[src/rtl/fp_mul_seq.sv]
// Multi-cycle IEEE-754 multiplier: radix-2 shift-add mantissa, round-to-nearest-even,
// subnormal inputs flushed to zero, no subnormal outputs, valid/ready handshake.
module fp_mul_seq #(
  parameter int EXP_WIDTH  = 8,
  parameter int MANT_WIDTH = 23
) (
  input  logic                            in_clk,
  input  logic                            in_rst,
  input  logic                            in_valid,
  input  logic [EXP_WIDTH+MANT_WIDTH:0]   in_numA,
  input  logic [EXP_WIDTH+MANT_WIDTH:0]   in_numB,
  output logic                            out_ready,
  output logic                            out_valid,
  output logic [EXP_WIDTH+MANT_WIDTH:0]   out_result,
  output logic [3:0]                      out_flags
);

  localparam int DW = 1 + EXP_WIDTH + MANT_WIDTH;
  localparam int PW = 2 * (MANT_WIDTH + 1);
  localparam int XW = EXP_WIDTH + 2;
  localparam int CW = $clog2(MANT_WIDTH + 1);
  localparam logic signed [XW-1:0] BIAS    = XW'((1 << (EXP_WIDTH - 1)) - 1);
  localparam logic signed [XW-1:0] EXP_MAX = XW'((1 << EXP_WIDTH) - 1);
  localparam logic [DW-1:0] QNAN = {1'b0, {EXP_WIDTH{1'b1}}, 1'b1, {(MANT_WIDTH-1){1'b0}}};

  typedef enum logic [2:0] {IDLE, MULT, NORM, ROUND, DONE} state_t;

  state_t                 state;
  logic [CW-1:0]          cnt;
  logic                   sign_r;
  logic signed [XW-1:0]   exp_r;
  logic [MANT_WIDTH:0]    mant_a;
  logic [MANT_WIDTH:0]    mant_b;
  logic [PW-1:0]          prod;
  logic [MANT_WIDTH-1:0]  frac_r;
  logic                   guard_r;
  logic                   sticky_r;
  logic [DW-1:0]          res_r;
  logic [3:0]             res_flags;

  logic [EXP_WIDTH-1:0]   exp_a, exp_b;
  logic [MANT_WIDTH-1:0]  frac_a, frac_b;
  logic                   sgn, zero_a, zero_b, inf_a, inf_b, nan_a, nan_b, special;
  logic [DW-1:0]          spec_res;
  logic [3:0]             spec_flags;

  assign exp_a   = in_numA[DW-2 -: EXP_WIDTH];
  assign exp_b   = in_numB[DW-2 -: EXP_WIDTH];
  assign frac_a  = in_numA[MANT_WIDTH-1:0];
  assign frac_b  = in_numB[MANT_WIDTH-1:0];
  assign sgn     = in_numA[DW-1] ^ in_numB[DW-1];
  assign zero_a  = (exp_a == '0);
  assign zero_b  = (exp_b == '0);
  assign inf_a   = (exp_a == '1) && (frac_a == '0);
  assign inf_b   = (exp_b == '1) && (frac_b == '0);
  assign nan_a   = (exp_a == '1) && (frac_a != '0);
  assign nan_b   = (exp_b == '1) && (frac_b != '0);
  assign special = zero_a || zero_b || (exp_a == '1) || (exp_b == '1);

  always_comb begin
    spec_flags = '0;
    spec_res   = {sgn, {(DW-1){1'b0}}};
    if (nan_a || nan_b) begin
      spec_res = QNAN;
    end else if (inf_a || inf_b) begin
      if (zero_a || zero_b) begin
        spec_res   = QNAN;
        spec_flags = 4'b1000;
      end else begin
        spec_res = {sgn, {EXP_WIDTH{1'b1}}, {MANT_WIDTH{1'b0}}};
      end
    end
  end

  // Right-shifting accumulator: the upper half gathers partial products, the lower half fills from the top.
  logic [MANT_WIDTH+1:0] mult_sum;
  assign mult_sum = {1'b0, prod[PW-1:MANT_WIDTH+1]} + (mant_b[0] ? {1'b0, mant_a} : '0);

  logic [PW-2:0] norm;
  assign norm = prod[PW-1] ? prod[PW-2:0] : {prod[PW-3:0], 1'b0};

  logic                  rnd_inc;
  logic [MANT_WIDTH:0]   rnd_sum;
  logic signed [XW-1:0]  rnd_exp;
  assign rnd_inc = guard_r && (sticky_r || frac_r[0]);
  assign rnd_sum = {1'b0, frac_r} + (MANT_WIDTH+1)'(rnd_inc);
  assign rnd_exp = exp_r + XW'(rnd_sum[MANT_WIDTH]);

  always_ff @(posedge in_clk) begin
    if (in_rst) begin
      state      <= IDLE;
      out_ready  <= 1'b1;
      out_valid  <= 1'b0;
      out_result <= '0;
      out_flags  <= '0;
      cnt        <= '0;
      sign_r     <= 1'b0;
      exp_r      <= '0;
      mant_a     <= '0;
      mant_b     <= '0;
      prod       <= '0;
      frac_r     <= '0;
      guard_r    <= 1'b0;
      sticky_r   <= 1'b0;
      res_r      <= '0;
      res_flags  <= '0;
    end else begin
      out_valid <= 1'b0;
      case (state)
        IDLE: begin
          if (in_valid && out_ready) begin
            out_ready <= 1'b0;
            sign_r    <= sgn;
            exp_r     <= XW'(exp_a) + XW'(exp_b) - BIAS;
            mant_a    <= {1'b1, frac_a};
            mant_b    <= {1'b1, frac_b};
            prod      <= '0;
            // Specials wait one extra cycle in DONE so they present after a fixed two-cycle latency.
            if (special) begin
              res_r     <= spec_res;
              res_flags <= spec_flags;
              cnt       <= CW'(1);
              state     <= DONE;
            end else begin
              cnt   <= CW'(MANT_WIDTH);
              state <= MULT;
            end
          end
        end
        MULT: begin
          prod   <= {mult_sum, prod[MANT_WIDTH:1]};
          mant_b <= mant_b >> 1;
          if (cnt == '0) state <= NORM;
          else           cnt   <= cnt - 1'b1;
        end
        NORM: begin
          frac_r   <= norm[PW-2 -: MANT_WIDTH];
          guard_r  <= norm[PW-2-MANT_WIDTH];
          sticky_r <= |norm[PW-3-MANT_WIDTH:0];
          exp_r    <= exp_r + XW'(prod[PW-1]);
          state    <= ROUND;
        end
        ROUND: begin
          if (rnd_exp >= EXP_MAX) begin
            res_r     <= {sign_r, {EXP_WIDTH{1'b1}}, {MANT_WIDTH{1'b0}}};
            res_flags <= 4'b0101;
          end else if (rnd_exp[XW-1] || (rnd_exp == '0)) begin
            res_r     <= {sign_r, {(DW-1){1'b0}}};
            res_flags <= 4'b0011;
          end else begin
            res_r     <= {sign_r, rnd_exp[EXP_WIDTH-1:0], rnd_sum[MANT_WIDTH-1:0]};
            res_flags <= {3'b000, guard_r | sticky_r};
          end
          state <= DONE;
        end
        DONE: begin
          if (cnt != '0) begin
            cnt <= cnt - 1'b1;
          end else begin
            out_result <= res_r;
            out_flags  <= res_flags;
            out_valid  <= 1'b1;
            out_ready  <= 1'b1;
            state      <= IDLE;
          end
        end
        default: state <= IDLE;
      endcase
    end
  end

endmodule

[config.mk]
export PLATFORM = sky130hd
export DESIGN_NAME = fp_mul_seq
export DESIGN_NICKNAME = d
export VERILOG_FILES = /design/src/rtl/fp_mul_seq.sv
export SDC_FILE = /design/constraint.sdc
export NUM_CORES = 1
export LEC_CHECK = 0
export BUFFER_PORTS_ARGS = -buffer_cell sky130_fd_sc_hd__buf_4
export CAP_MARGIN = 0
export CORE_ASPECT_RATIO = 1.25
export CORE_UTILIZATION = 55
export DETAILED_ROUTE_END_ITERATION = 6
export MAX_ROUTING_LAYER = met4
export PLACE_DENSITY = 0.76
export SLEW_MARGIN = 20
export SYNTH_ARGS = -nofsm -noshare
export SYNTH_HDL_FRONTEND = slang
export SYNTH_SLANG_ARGS = --single-unit
[constraint.sdc]
create_clock -name in_clk -period 3.6 [get_ports in_clk]
set_clock_uncertainty 0.15 [all_clocks]
set_input_delay 0.18 -clock in_clk [delete_from_list [all_inputs] [get_ports in_clk]]
set_output_delay 0.18 -clock in_clk [all_outputs]
set_load 0.02 [all_outputs]
==> flow_summary.html, run 1 <==
<table>
<tr><th>Metric</th><th>Value</th></tr>
<tr><th colspan="2">Global route</th></tr>
<tr><td>GRT Residual Overflow</td><td>0</td></tr>
<tr><td>Largest net degree at the start of global routing</td><td>140</td></tr>
<tr><td>Initial antenna violation count</td><td>0</td></tr>
<tr><td>Number of global-route vias before repair</td><td>9065</td></tr>
<tr><td>Wire length of the first global-routing pass</td><td>42.3 mm</td></tr>
<tr><td>Aggregate global-route resource usage</td><td>25.2%</td></tr>
<tr><th colspan="2">Synth</th></tr>
<tr><td>Synth top area share</td><td>roughly two fifths</td></tr>
<tr><td>Compound-cell area share of the yosys netlist</td><td>20.5%</td></tr>
<tr><td>Simple-gate share of the synthesized area</td><td>22.9%</td></tr>
<tr><td>Post-synthesis adder-cell area fraction</td><td>5.66%</td></tr>
<tr><td>Cells after Synth</td><td>1339</td></tr>
<tr><td>Post-synthesis xor/xnor area fraction</td><td>just under 5%</td></tr>
<tr><td>Synth area leader</td><td>sky130_fd_sc_hd__dfxtp_1</td></tr>
<tr><td>Library cells used by synthesis</td><td>70</td></tr>
<tr><td>Synth Register Bits</td><td>~210</td></tr>
<tr><td>Number of warnings reported in the yosys synthesis log</td><td>0</td></tr>
<tr><td>Async set-reset flop share out of synthesis</td><td>0%</td></tr>
<tr><td>Number of synthesized flops with an enable pin</td><td>0</td></tr>
<tr><td>Syn Area/Cell</td><td>8.12 µm²</td></tr>
<tr><td>Post-synthesis net count</td><td>1454</td></tr>
<tr><td>Proportion of synthesized area in mux cells</td><td>around 2.3%</td></tr>
<tr><td>Sequential element share of the synthesized area</td><td>39.4%</td></tr>
<tr><td>Most common flop cell mapped by yosys</td><td>sky130_fd_sc_hd__dfxtp_1</td></tr>
<tr><td>Post-synthesis instance area</td><td>between 10000 and 15000 µm²</td></tr>
<tr><td>Dominant combinational cell family by area after synthesis</td><td>simple AND/OR/NAND/NOR gates</td></tr>
<tr><td>Top cells by area in the synthesized netlist</td><td>sky130_fd_sc_hd__dfxtp_1, sky130_fd_sc_hd__nand2_1, sky130_fd_sc_hd__a21oi_1, sky130_fd_sc_hd__ha_1, sky130_fd_sc_hd__nor2_1</td></tr>
<tr><th colspan="2">STA</th></tr>
<tr><td>Setup repair after global routing missed its margin</td><td>false</td></tr>
<tr><td>Final critical-path required period</td><td>approximately 3.3 ns</td></tr>
<tr><td>Final clock period utilization by the worst path</td><td>92.1%</td></tr>
<tr><td>Worst-margin pin slew</td><td>1.03 ns</td></tr>
<tr><td>Setup violation total in the final timing report</td><td>0</td></tr>
<tr><td>Setup TNS after final layout</td><td>0 ns</td></tr>
<tr><td>Final Hold Vio Count</td><td>0</td></tr>
<tr><td>Slew margin rel.</td><td>a little under a third</td></tr>
<tr><td>Final count of pins violating max slew</td><td>0</td></tr>
<tr><td>Max Clk Rate</td><td>0.301 GHz</td></tr>
<tr><th colspan="2">CTS</th></tr>
<tr><td>Clock Tree Root</td><td>sky130_fd_sc_hd__clkbuf_16</td></tr>
<tr><td>Post-CTS clock slew at the launch and capture registers of the worst setup and hold paths</td><td>0.06 ns</td></tr>
<tr><td>Count of clock tree sinks</td><td>214</td></tr>
<tr><td>Later-pin clock latency in the skew report</td><td>roughly 0.50 ns</td></tr>
<tr><td>Maximum buffer depth of the clock tree</td><td>3</td></tr>
<tr><td>Maximum level of the CTS H-tree</td><td>1</td></tr>
<tr><td>TritonCTS buffer count</td><td>21</td></tr>
<tr><td>CTS tree</td><td>yes</td></tr>
<tr><th colspan="2">Floorplan</th></tr>
<tr><td>Horiz. Die Dim</td><td>128 µm</td></tr>
<tr><td>Top-Level Pins</td><td>approximately 110</td></tr>
<tr><td>Placeable Area</td><td>19400 µm²</td></tr>
<tr><td>Starting density of the core</td><td>a little under three fifths</td></tr>
<tr><td>Total Die Area</td><td>20300 µm²</td></tr>
<tr><td>Rows</td><td>57</td></tr>
<tr><td>Die H</td><td>159 µm</td></tr>
<tr><th colspan="2">Cells and area</th></tr>
<tr><td>Syn-to-layout area delta</td><td>19.5%</td></tr>
<tr><td>Most common cell after layout, fill and taps aside</td><td>sky130_fd_sc_hd__nand2_1</td></tr>
<tr><td>Fraction of layout instances using a drive strength above 1</td><td>between 10% and 20%</td></tr>
<tr><td>Most frequent cells in the layout</td><td>sky130_fd_sc_hd__nand2_1, sky130_fd_sc_hd__dfxtp_1, sky130_fd_sc_hd__a21oi_1</td></tr>
<tr><td>Non-filler instance count after layout</td><td>roughly 1700</td></tr>
<tr><td>Antenna cells</td><td>0</td></tr>
<tr><td>Post-layout nets</td><td>1561</td></tr>
<tr><th colspan="2">Place</th></tr>
<tr><td>IO Port Bufs</td><td>~100</td></tr>
<tr><td>Dpl hpwl</td><td>16.8 mm</td></tr>
<tr><td>Placer congestion estimate</td><td>0.878</td></tr>
<tr><td>Number of cells in the design after placement</td><td>1640</td></tr>
<tr><th colspan="2">Setup path</th></tr>
<tr><td>Sort of element at the start of the critical path</td><td>register</td></tr>
<tr><td>Crit end category</td><td>register</td></tr>
<tr><td>Category of the critical setup timing path</td><td>reg2reg</td></tr>
<tr><td>Maximum fanout along the worst path</td><td>13</td></tr>
<tr><td>Critical Path RT</td><td>3.79 ns</td></tr>
<tr><td>Critical path arrival</td><td>3.51 ns</td></tr>
<tr><th colspan="2">Detailed routing</th></tr>
<tr><td>Total Routed Length</td><td>24.8 mm</td></tr>
<tr><td>Antenna Nets Post-Route</td><td>0</td></tr>
<tr><td>Drt drc</td><td>0</td></tr>
<tr><td>Via count normalized by instance count</td><td>5.63</td></tr>
<tr><td>Via total after detailed routing</td><td>between 9000 and 10000</td></tr>
<tr><td>Final routed wire length divided by cell count</td><td>14.4 µm</td></tr>
<tr><td>Detailed router's first-iteration violation count</td><td>between 600 and 700</td></tr>
<tr><td>Iteration count of the initial detailed-routing pass</td><td>5</td></tr>
<tr><th colspan="2">Power</th></tr>
<tr><td>PD cells</td><td>492 nW/µm²</td></tr>
<tr><td>Switching power</td><td>between 0.0015 and 0.002 W</td></tr>
<tr><td>Part of the power in the clock network</td><td>35.5%</td></tr>
<tr><td>Static Leakage</td><td>4.96 nW</td></tr>
<tr><td>Worst IR Drop VDD</td><td>between 0.4 and 0.5 mV</td></tr>
<tr><td>Internal</td><td>0.00446 W</td></tr>
<tr><td>Sw Share</td><td>30.3%</td></tr>
<tr><td>Share of total power in combinational logic</td><td>20.7%</td></tr>
<tr><td>Sequential power share</td><td>43.8%</td></tr>
<tr><th colspan="2">Run</th></tr>
<tr><td>Max Cap Violations</td><td>0</td></tr>
<tr><th colspan="2">Worst hold path</th></tr>
<tr><td>Path category of the worst min-delay check</td><td>in2reg</td></tr>
<tr><th colspan="2">Outcome</th></tr>
<tr><td>Result of the run</td><td>finished, final reports clean</td></tr>
</table>
==> critical path: stages, from the launching register on <==
cell	delay, ns
sky130_fd_sc_hd__dfxtp_1	0.38
sky130_fd_sc_hd__and2_1	0.19
sky130_fd_sc_hd__and3_1	0.19
sky130_fd_sc_hd__and2_1	0.15
sky130_fd_sc_hd__nand3_1	0.07
sky130_fd_sc_hd__nor4_1	0.26
sky130_fd_sc_hd__buf_4	0.17
sky130_fd_sc_hd__ha_1	0.15
sky130_fd_sc_hd__and4_1	0.22
sky130_fd_sc_hd__nand2_1	0.07
sky130_fd_sc_hd__xnor2_1	0.21
sky130_fd_sc_hd__nand3_1	0.09
sky130_fd_sc_hd__a21boi_1	0.15
sky130_fd_sc_hd__o22ai_1	0.13
sky130_fd_sc_hd__and2_4	0.23
sky130_fd_sc_hd__buf_12	0.16
sky130_fd_sc_hd__a22oi_2	0.12
sky130_fd_sc_hd__nor2_1	0.06
==> stage by stage <==
stage	total power, W	area (µm²)	hold slack, ns	worst slack [ns]	utilization (%)
5_1_grt	0.00675	13000	0.104	0.0213	67.0
6_report	0.00640	13000	0.0808	0.283	67.0
3_3_place_gp	0.00409	11800	0.287	0.390	60.8
4_1_cts	0.00644	13000	0.0560	0.255	67.0
3_5_place_dp	0.00412	11800	0.294	0.273	60.8
2_1_floorplan	0.00377	10900	0.166	0.300	-
==> cells by family after synthesis <==
group / after synthesis
xor gates and xnor gates: 59
buffers and inverters: 110
DFF: 214
adders and majority gates: 48
AOI/OAI and AO/OA: 327
and+or+nand+nor: 556
muxes: 25
==> area by class of cell <==
cell class,count,area (µm²)
Fill cell,1659,6400
Multi-Input combinational cell,1015,6140
Sequential cell,214,4290
Timing Repair Buffer,173,1450
Clock buffer,28,582
Tap cell,265,332
Clock inverter,9,126
Inverter,21,78.8
==> metal layers <==
| metal | routed length [µm] | global-route usage [%] | share of wire [%] | vias to the layer above |
|---|---|---|---|---|
| met5 | 0 | - | 0 | - |
| met3 | 903 | 2.76 | 3.6 | 59 |
| met2 | 11900 | 40.9 | 48 | 211 |
| li1 | - | - | - | 4938 |
| met1 | 11200 | 32.5 | 45 | 4504 |
| met4 | 754 | 8.77 | 3.0 | 0 |
==> state kept, by name, summed over array words and instances (netlist names), 5 cells and up <==
register	count
mant_a	24
res_r	32
mant_b	24
exp_r	10
out_result	32
prod	48
frac_r	23
cnt	5
==> cell usage after synthesis (9+ instances only) <==
library cell	instances
sky130_fd_sc_hd__ha_1	46
sky130_fd_sc_hd__buf_1	14
sky130_fd_sc_hd__nor2_1	127
sky130_fd_sc_hd__nand4_1	13
sky130_fd_sc_hd__a211oi_1	32
sky130_fd_sc_hd__nor3_1	20
sky130_fd_sc_hd__xor2_1	26
sky130_fd_sc_hd__o21ai_0	33
sky130_fd_sc_hd__mux2i_1	25
sky130_fd_sc_hd__clkbuf_1	63
sky130_fd_sc_hd__nand3_1	52
sky130_fd_sc_hd__a311oi_1	23
sky130_fd_sc_hd__and3_1	15
sky130_fd_sc_hd__a22oi_2	18
sky130_fd_sc_hd__dfxtp_1	214
sky130_fd_sc_hd__inv_1	21
sky130_fd_sc_hd__a22oi_1	13
sky130_fd_sc_hd__a31oi_1	10
sky130_fd_sc_hd__and2_1	26
sky130_fd_sc_hd__nor4_1	23
sky130_fd_sc_hd__nand2_1	248
sky130_fd_sc_hd__a21o_1	9
sky130_fd_sc_hd__xnor2_1	32
sky130_fd_sc_hd__a21oi_1	134
==> power by group through the flow <==
stage               sequential (W)  clock [W]  combinational, W
floorplan                  0.00277          0           0.00101
CTS                        0.00280    0.00232           0.00132
global placement           0.00284          0           0.00125
global route               0.00284    0.00242           0.00149
finish                     0.00280    0.00227           0.00132
detailed placement         0.00285          0           0.00127
==> path summary, 6_finish.rpt <==
| path | start | to | slack, ns | cells past startpoint |
|---|---|---|---|---|
| max | guard_r$_SDFFE_PP0P_ | res_r[16]$_SDFFE_PP0P_ | 0.28 | 17 |
| max reg2reg | guard_r$_SDFFE_PP0P_ | res_r[16]$_SDFFE_PP0P_ | 0.28 | 17 |
| min | in_numB[31] | res_r[31]$_SDFFE_PP0P_ | 0.08 | 5 |
| min reg2reg | mant_a[14]$_SDFFE_PP0P_ | mant_a[14]$_SDFFE_PP0P_ | 0.30 | 2 |
==> repair_timing <==
| item | CTS | global route |
|---|---|---|
| gates resized for setup | 0 | 2 |
| setup buffers | 0 | 0 |
| setup endpoints to repair | 0 | 7 |
| endpoints found under the hold margin | 47 | 0 |
| hold buffers | 48 | 0 |
No activity file was read; power rests on OpenSTA's default activity.
==> run 2: changes to the inputs <==
- SETUP_SLACK_MARGIN: default -> 0.02
- clock period: 3.6 -> 3.8 ns (I/O delays scaled with it)
==> flow_summary.html, run 2 (synthesized netlist as in run 1, its figures left out) <==
<table>
<tr><th>Metric</th><th>Value</th></tr>
<tr><th colspan="2">Run</th></tr>
<tr><td>Max Cap Violations</td><td>0 (unchanged)</td></tr>
<tr><th colspan="2">Place</th></tr>
<tr><td>Placer congestion estimate</td><td>0.865 (-1.5%)</td></tr>
<tr><td>Worst setup timing slack at the placement stage</td><td>0.444 ns (+0.170 ns)</td></tr>
<tr><td>Dpl hpwl</td><td>16.5 mm (-1.9%)</td></tr>
<tr><td>IO Port Bufs</td><td>104 (unchanged)</td></tr>
<tr><th colspan="2">Power</th></tr>
<tr><td>Worst IR Drop VDD</td><td>0.314 mV (-33%)</td></tr>
<tr><td>Final Power</td><td>0.00603 W (-5.7%)</td></tr>
<tr><td>PD cells</td><td>465 nW/µm² (-5.5%)</td></tr>
<tr><td>Static Leakage</td><td>4.94 nW (-0.27%)</td></tr>
<tr><th colspan="2">Setup path</th></tr>
<tr><td>Category of the critical setup timing path</td><td>reg2reg</td></tr>
<tr><td>Critical path arrival</td><td>3.58 ns (+0.07 ns)</td></tr>
<tr><td>Maximum fanout along the worst path</td><td>12 (-1)</td></tr>
<tr><td>Critical Path RT</td><td>4.01 ns (+0.22 ns)</td></tr>
<tr><td>Crit end category</td><td>register</td></tr>
<tr><td>Worst-case register-to-register setup slack</td><td>0.43 ns (+0.15 ns)</td></tr>
<tr><td>Sort of element at the start of the critical path</td><td>register</td></tr>
<tr><th colspan="2">Detailed routing</th></tr>
<tr><td>Via total after detailed routing</td><td>9659 (-0.55%)</td></tr>
<tr><td>Iteration count of the initial detailed-routing pass</td><td>5 (unchanged)</td></tr>
<tr><td>Detailed router's first-iteration violation count</td><td>638 (+0.16%)</td></tr>
<tr><td>Total Routed Length</td><td>24.8 mm (+0.26%)</td></tr>
<tr><td>Antenna Nets Post-Route</td><td>0 (unchanged)</td></tr>
<tr><td>Via count normalized by instance count</td><td>5.61 (-0.43%)</td></tr>
<tr><td>Drt drc</td><td>0 (unchanged)</td></tr>
<tr><td>Final routed wire length divided by cell count</td><td>14.4 µm (+0.37%)</td></tr>
<tr><th colspan="2">CTS</th></tr>
<tr><td>Clock Tree Root</td><td>sky130_fd_sc_hd__clkbuf_16</td></tr>
<tr><td>Later-pin clock latency in the skew report</td><td>0.51 ns (about the same)</td></tr>
<tr><td>CTS tree</td><td>yes</td></tr>
<tr><td>Count of clock tree sinks</td><td>214 (unchanged)</td></tr>
<tr><td>CTS-repair resized insts</td><td>0 (unchanged)</td></tr>
<tr><td>Maximum level of the CTS H-tree</td><td>1 (unchanged)</td></tr>
<tr><td>TritonCTS buffer count</td><td>22 (+4.8%)</td></tr>
<tr><td>Post-CTS clock slew at the launch and capture registers of the worst setup and hold paths</td><td>0.06 ns (about the same)</td></tr>
<tr><td>Number of buffers inserted for hold repair after clock tree synthesis</td><td>48 (unchanged)</td></tr>
<tr><td>Maximum buffer depth of the clock tree</td><td>3 (unchanged)</td></tr>
<tr><td>Buffers inserted by post-CTS timing repair</td><td>0 (unchanged)</td></tr>
<tr><th colspan="2">Cells and area</th></tr>
<tr><td>Fraction of layout instances using a drive strength above 1</td><td>13.6% (-0.32 points)</td></tr>
<tr><td>Layout Utilization</td><td>66.9% (-0.097 points)</td></tr>
<tr><td>Post-layout nets</td><td>1559 (-0.13%)</td></tr>
<tr><td>Max reg flops</td><td>48 (unchanged)</td></tr>
<tr><td>Largest register by flop count</td><td>prod</td></tr>
<tr><td>Syn-to-layout area delta</td><td>19.3%</td></tr>
<tr><td>Leading registers by flop count</td><td>prod (48), out_result (32), res_r (32)</td></tr>
<tr><td>Most frequent cells in the layout</td><td>sky130_fd_sc_hd__nand2_1, sky130_fd_sc_hd__dfxtp_1, sky130_fd_sc_hd__a21oi_1</td></tr>
<tr><td>Layout fillers</td><td>1687 (+1.7%)</td></tr>
<tr><td>Most common cell after layout, fill and taps aside</td><td>sky130_fd_sc_hd__nand2_1</td></tr>
<tr><td>Antenna cells</td><td>0 (unchanged)</td></tr>
<tr><th colspan="2">Global route</th></tr>
<tr><td>Aggregate global-route resource usage</td><td>25.3% (+0.090 points)</td></tr>
<tr><td>Met1 GRT Util</td><td>33.4% (+0.90 points)</td></tr>
<tr><td>Initial antenna violation count</td><td>0 (unchanged)</td></tr>
<tr><td>Largest net degree at the start of global routing</td><td>137 (-2.1%)</td></tr>
<tr><td>Met2 Track Usage GR</td><td>40.7% (-0.15 points)</td></tr>
<tr><td>Wire length of the first global-routing pass</td><td>42.2 mm (-0.26%)</td></tr>
<tr><td>GRT Residual Overflow</td><td>0 (unchanged)</td></tr>
<tr><td>Most used routing layer in global routing</td><td>met2</td></tr>
<tr><td>GR met3 Demand/Resource</td><td>2.82% (+0.067 points)</td></tr>
<tr><td>Number of global-route vias before repair</td><td>9030 (-0.39%)</td></tr>
<tr><th colspan="2">STA</th></tr>
<tr><td>Slew margin rel.</td><td>30.7% (-0.44 points)</td></tr>
<tr><td>Setup violation total in the final timing report</td><td>0 (unchanged)</td></tr>
<tr><td>Final count of pins violating max slew</td><td>0 (unchanged)</td></tr>
<tr><td>Setup TNS after final layout</td><td>0 ns (unchanged)</td></tr>
<tr><td>Slack of the critical path</td><td>0.428 ns (+0.145 ns)</td></tr>
<tr><td>Final clock period utilization by the worst path</td><td>88.7% (-3.4 points)</td></tr>
<tr><td>Final critical-path required period</td><td>3.37 ns (+0.0548 ns)</td></tr>
<tr><td>Final Hold Vio Count</td><td>0 (unchanged)</td></tr>
<tr><td>Setup repair after global routing missed its margin</td><td>false</td></tr>
<tr><td>Worst-margin pin slew</td><td>1.04 ns (+0.00654 ns)</td></tr>
<tr><td>Max Clk Rate</td><td>0.297 GHz (-1.6%)</td></tr>
<tr><th colspan="2">Floorplan</th></tr>
<tr><td>Top-Level Pins</td><td>105 (unchanged)</td></tr>
<tr><td>Placeable Area</td><td>19400 µm² (unchanged)</td></tr>
<tr><td>Die H</td><td>159 µm (unchanged)</td></tr>
<tr><td>Total Die Area</td><td>20300 µm² (unchanged)</td></tr>
<tr><td>Rows</td><td>57 (unchanged)</td></tr>
<tr><td>Starting density of the core</td><td>56.1% (unchanged)</td></tr>
<tr><td>Horiz. Die Dim</td><td>128 µm (unchanged)</td></tr>
<tr><th colspan="2">Outcome</th></tr>
<tr><td>Result of the run</td><td>finished, final reports clean</td></tr>
<tr><th colspan="2">Worst hold path</th></tr>
<tr><td>Path category of the worst min-delay check</td><td>in2reg</td></tr>
</table>
## run 2: cell types whose count changed in the layout (fill, tap and decap cells not counted)
cell,change
sky130_fd_sc_hd__dfxtp_1,+1
sky130_fd_sc_hd__and3_1,+1
sky130_fd_sc_hd__clkbuf_1,+1
sky130_fd_sc_hd__clkinv_4,+1
sky130_fd_sc_hd__and3_4,-1
sky130_fd_sc_hd__buf_12,+1
sky130_fd_sc_hd__bufinv_16,-2
sky130_fd_sc_hd__dfxtp_2,-1
sky130_fd_sc_hd__clkbuf_16,+2
sky130_fd_sc_hd__clkinv_2,-1
sky130_fd_sc_hd__buf_4,-4
## run 2: through the flow
step | area [µm²] | std cells | hold WS, ns
2_1_floorplan | 10900 | 1339 | 0.176
3_3_place_gp | 11800 | 1637 | 0.288
3_5_place_dp | 11800 | 1637 | 0.295
4_1_cts | 13000 | 1723 | 0.0711
5_1_grt | 13000 | 1723 | 0.142
6_report | 13000 | 1723 | 0.0753
## run 2: report_power, final
part | internal [W] | switching (W) | leakage (nW) | total (W)
clock | 0.00124 | 0.000884 | 0.346 | 0.00212
sequential | 0.00246 | 0.000196 | 1.74 | 0.00266
combinational | 0.000487 | 0.000773 | 2.86 | 0.00126
## run 2: final cells by class
type,count,area [µm²],share of cell area [%]
Multi-Input combinational cell,1015,6140,47.3
Sequential cell,214,4280,33.0
Timing Repair Buffer,170,1440,11.1
Clock buffer,31,636,4.90
Tap cell,265,332,2.56
Inverter,21,78.8,0.607
Clock inverter,7,70.1,0.540
## run 2: path summary, 6_finish.rpt
kind,startpoint,endpoint,depth (start not counted)
setup / recovery,frac_r[2]$_SDFFE_PP0P_,res_r[21]$_SDFFE_PP0P_,17
hold / removal,in_numB[31],res_r[31]$_SDFFE_PP0P_,5
setup reg to reg,frac_r[2]$_SDFFE_PP0P_,res_r[21]$_SDFFE_PP0P_,17
hold reg to reg,out_result[14]$_SDFFE_PP0P_,out_result[14]$_SDFFE_PP0P_,2
## run 2: metal layers
layer	wire length, µm	vias to the layer above
met2	12000	207
met5	0	-
met1	11300	4469
met4	539	0
li1	-	4929
met3	1010	54
## run 2: critical path: stages, from the launching register on
cell and delay, ns:
sky130_fd_sc_hd__dfxtp_1 0.41, sky130_fd_sc_hd__and3_1 0.19, sky130_fd_sc_hd__and3_1 0.19, sky130_fd_sc_hd__and2_1 0.22
sky130_fd_sc_hd__nand3_1 0.09, sky130_fd_sc_hd__nor4_1 0.26, sky130_fd_sc_hd__buf_4 0.17, sky130_fd_sc_hd__ha_1 0.15
sky130_fd_sc_hd__and4_1 0.21, sky130_fd_sc_hd__nand2_1 0.07, sky130_fd_sc_hd__xnor2_1 0.19, sky130_fd_sc_hd__nand3_1 0.09
sky130_fd_sc_hd__a21boi_1 0.15, sky130_fd_sc_hd__o22ai_1 0.12, sky130_fd_sc_hd__and2_4 0.23, sky130_fd_sc_hd__buf_12 0.16
sky130_fd_sc_hd__a22oi_2 0.11, sky130_fd_sc_hd__nor2_1 0.06
==> run 3: changes to the inputs <==
- BUFFER_PORTS_ARGS: -buffer_cell sky130_fd_sc_hd__buf_4 -> default
- CORE_ASPECT_RATIO: 1.25 -> 1.2
- DONT_BUFFER_PORTS: default -> 1
- PLACE_DENSITY: 0.76 -> 0.71
==> flow_summary.html, run 3 (synthesized netlist as in run 1, its figures left out) <==
<table>
<tr><th>Metric</th><th>Value</th></tr>
<tr><th colspan="2">Place</th></tr>
<tr><td>Placer congestion estimate</td><td>0.887 (+2.5%)</td></tr>
<tr><td>IO Port Bufs</td><td>0 (-100%)</td></tr>
<tr><td>Dpl hpwl</td><td>16.4 mm (-0.58%)</td></tr>
<tr><th colspan="2">Setup path</th></tr>
<tr><td>Crit end category</td><td>register</td></tr>
<tr><td>Maximum fanout along the worst path</td><td>3 (-9)</td></tr>
<tr><td>Category of the critical setup timing path</td><td>in2reg</td></tr>
<tr><td>Sort of element at the start of the critical path</td><td>input port</td></tr>
<tr><td>Critical path arrival</td><td>3.73 ns (+0.15 ns)</td></tr>
<tr><td>Critical Path RT</td><td>4.06 ns (+0.05 ns)</td></tr>
<tr><th colspan="2">Power</th></tr>
<tr><td>Share of total power in combinational logic</td><td>19.9% (-1.0 points)</td></tr>
<tr><td>Internal</td><td>0.00419 W (+0.11%)</td></tr>
<tr><td>Switching power</td><td>0.00184 W (-0.56%)</td></tr>
<tr><td>Sw Share</td><td>30.6% (-0.14 points)</td></tr>
<tr><td>Worst IR Drop VDD</td><td>0.383 mV (+22%)</td></tr>
<tr><td>PD cells</td><td>493 nW/µm² (+6.1%)</td></tr>
<tr><td>Static Leakage</td><td>4.46 nW (-9.9%)</td></tr>
<tr><td>Part of the power in the clock network</td><td>35.9% (+0.8 points)</td></tr>
<tr><td>Sequential power share</td><td>44.2% (+0.2 points)</td></tr>
<tr><th colspan="2">Floorplan</th></tr>
<tr><td>Placeable Area</td><td>19100 µm² (-1.4%)</td></tr>
<tr><td>Total Die Area</td><td>20300 µm² (about the same)</td></tr>
<tr><td>Top-Level Pins</td><td>105 (unchanged)</td></tr>
<tr><td>Rows</td><td>55 (-3.5%)</td></tr>
<tr><td>Starting density of the core</td><td>56.8% (+0.78 points)</td></tr>
<tr><td>Horiz. Die Dim</td><td>130 µm (+2.0%)</td></tr>
<tr><td>Die H</td><td>156 µm (-2.0%)</td></tr>
<tr><th colspan="2">Cells and area</th></tr>
<tr><td>Leading registers by flop count</td><td>prod (48), out_result (32), res_r (32)</td></tr>
<tr><td>Layout fillers</td><td>1682 (-0.30%)</td></tr>
<tr><td>Max reg flops</td><td>48 (unchanged)</td></tr>
<tr><td>Total area of multi-input combinational cells</td><td>6140 µm² (+0.10%)</td></tr>
<tr><td>Post-layout nets</td><td>1457 (-6.5%)</td></tr>
<tr><td>Most frequent cells in the layout</td><td>sky130_fd_sc_hd__nand2_1, sky130_fd_sc_hd__dfxtp_1, sky130_fd_sc_hd__a21oi_1</td></tr>
<tr><td>Fraction of layout instances using a drive strength above 1</td><td>7.15% (-6.5 points)</td></tr>
<tr><td>Largest register by flop count</td><td>prod</td></tr>
<tr><td>Antenna cells</td><td>0 (unchanged)</td></tr>
<tr><td>Most common cell after layout, fill and taps aside</td><td>sky130_fd_sc_hd__nand2_1</td></tr>
<tr><td>Layout Utilization</td><td>63.9% (-3.0 points)</td></tr>
<tr><td>Syn-to-layout area delta</td><td>12.4%</td></tr>
<tr><td>Sequential standard cell area</td><td>4280 µm² (unchanged)</td></tr>
<tr><th colspan="2">STA</th></tr>
<tr><td>Final count of pins violating max slew</td><td>0 (unchanged)</td></tr>
<tr><td>Max Clk Rate</td><td>0.288 GHz (-2.8%)</td></tr>
<tr><td>Slew margin rel.</td><td>38.7% (+8.0 points)</td></tr>
<tr><td>Smallest hold slack</td><td>0.0129 ns (-0.0624 ns)</td></tr>
<tr><td>Setup TNS after final layout</td><td>0 ns (unchanged)</td></tr>
<tr><td>Worst-margin pin slew</td><td>0.920 ns (-0.120 ns)</td></tr>
<tr><td>Setup violation total in the final timing report</td><td>0 (unchanged)</td></tr>
<tr><td>Final clock period utilization by the worst path</td><td>91.3% (+2.6 points)</td></tr>
<tr><td>Final critical-path required period</td><td>3.47 ns (+0.0981 ns)</td></tr>
<tr><td>Final Hold Vio Count</td><td>0 (unchanged)</td></tr>
<tr><td>Setup repair after global routing missed its margin</td><td>false</td></tr>
<tr><th colspan="2">CTS</th></tr>
<tr><td>Post-CTS clock slew at the launch and capture registers of the worst setup and hold paths</td><td>0.06 ns (about the same)</td></tr>
<tr><td>Clock Tree Root</td><td>sky130_fd_sc_hd__clkbuf_16</td></tr>
<tr><td>Later-pin clock latency in the skew report</td><td>0.51 ns (about the same)</td></tr>
<tr><td>TritonCTS buffer count</td><td>23 (+4.5%)</td></tr>
<tr><td>Count of clock tree sinks</td><td>214 (unchanged)</td></tr>
<tr><td>CTS tree</td><td>yes</td></tr>
<tr><td>Maximum level of the CTS H-tree</td><td>1 (unchanged)</td></tr>
<tr><td>Maximum buffer depth of the clock tree</td><td>3 (unchanged)</td></tr>
<tr><th colspan="2">Outcome</th></tr>
<tr><td>Result of the run</td><td>finished, final reports clean</td></tr>
<tr><th colspan="2">Global route</th></tr>
<tr><td>Largest net degree at the start of global routing</td><td>198 (+45%)</td></tr>
<tr><td>Initial antenna violation count</td><td>0 (unchanged)</td></tr>
<tr><td>GRT Residual Overflow</td><td>0 (unchanged)</td></tr>
<tr><td>Number of global-route vias before repair</td><td>8599 (-4.8%)</td></tr>
<tr><td>Aggregate global-route resource usage</td><td>25.1% (-0.19 points)</td></tr>
<tr><td>Wire length of the first global-routing pass</td><td>40.8 mm (-3.3%)</td></tr>
<tr><th colspan="2">Detailed routing</th></tr>
<tr><td>Final routed wire length divided by cell count</td><td>15.5 µm (+7.5%)</td></tr>
<tr><td>Iteration count of the initial detailed-routing pass</td><td>5 (unchanged)</td></tr>
<tr><td>Via count normalized by instance count</td><td>5.72 (+2.0%)</td></tr>
<tr><td>Detailed router's first-iteration violation count</td><td>580 (-9.1%)</td></tr>
<tr><td>Total Routed Length</td><td>25.0 mm (+0.67%)</td></tr>
<tr><td>Via total after detailed routing</td><td>9226 (-4.5%)</td></tr>
<tr><td>Drt drc</td><td>0 (unchanged)</td></tr>
<tr><td>Antenna Nets Post-Route</td><td>0 (unchanged)</td></tr>
<tr><th colspan="2">Worst hold path</th></tr>
<tr><td>Path category of the worst min-delay check</td><td>in2reg</td></tr>
<tr><th colspan="2">Run</th></tr>
<tr><td>Max Cap Violations</td><td>0 (unchanged)</td></tr>
</table>
[run 3: repair_timing]
action / 4_1_cts / 5_1_grt
endpoints found under the setup margin: 0 / 1
gates resized for setup: 0 / 1
hold endpoints to repair: 203 / 0
hold buffers: 51 / 0
setup buffers: 0 / 0
[run 3: routing by layer]
metal  vias up  share of wire, %  global-route usage, %  wire [µm]
met5         -                 0                      -          0
met4         0               2.3                   7.50        565
met3        39               4.0                   3.50       1010
met2       184                47                   40.4      11800
met1      4268                47                   32.5      11700
li1       4735                 -                      -          -
[run 3: cell type report]
type,count,share of cell area (%)
Multi-Input combinational cell,1015,50.3
Sequential cell,214,35.1
Clock buffer,33,5.43
Timing Repair Buffer,67,5.41
Tap cell,256,2.62
Inverter,21,0.645
Clock inverter,7,0.553
[run 3: through the flow]
step           setup WS (ns)  std cells  cell area (µm²)  total power [W]
2_1_floorplan          0.500       1339            10900          0.00358
3_3_place_gp           0.499       1522            11000          0.00379
3_5_place_dp           0.469       1522            11000          0.00381
4_1_cts                0.169       1613            12200          0.00607
5_1_grt               0.0838       1613            12200          0.00633
6_report               0.330       1613            12200          0.00603
[run 3: power groups by stage]
stage | Sequential [W] | Combinational [W] | Clock, W
after global routing | 0.00270 | 0.00135 | 0.00229
after detailed placement | 0.00271 | 0.00110 | 0
after global placement | 0.00270 | 0.00109 | 0
after CTS | 0.00266 | 0.00119 | 0.00221
final | 0.00266 | 0.00120 | 0.00216
after floorplan | 0.00262 | 0.000953 | 0
[run 3: final timing paths]
check	startpoint	endpoint	slack, ns	depth (start not counted)
hold / removal	in_rst	mant_a[7]$_SDFFE_PP0P_	0.01	2
hold reg to reg	mant_a[14]$_SDFFE_PP0P_	mant_a[14]$_SDFFE_PP0P_	0.30	2
setup reg to reg	guard_r$_SDFFE_PP0P_	res_r[22]$_SDFFE_PP0P_	0.45	16
setup / recovery	in_numB[24]	exp_r[9]$_SDFFE_PP0P_	0.33	14
[run 3: worst max-delay path: stages]
cell	delay, ns
sky130_fd_sc_hd__dlygate4sd3_1	0.54
sky130_fd_sc_hd__ha_1	0.27
sky130_fd_sc_hd__dlygate4sd3_1	0.56
sky130_fd_sc_hd__ha_1	0.23
sky130_fd_sc_hd__fa_1	0.42
sky130_fd_sc_hd__a21oi_1	0.19
sky130_fd_sc_hd__nor2_1	0.07
sky130_fd_sc_hd__nor2_1	0.16
sky130_fd_sc_hd__o21bai_1	0.09
sky130_fd_sc_hd__a21oi_1	0.23
sky130_fd_sc_hd__nor2b_1	0.09
sky130_fd_sc_hd__nor4b_2	0.33
sky130_fd_sc_hd__o22ai_1	0.14
sky130_fd_sc_hd__a211oi_1	0.23
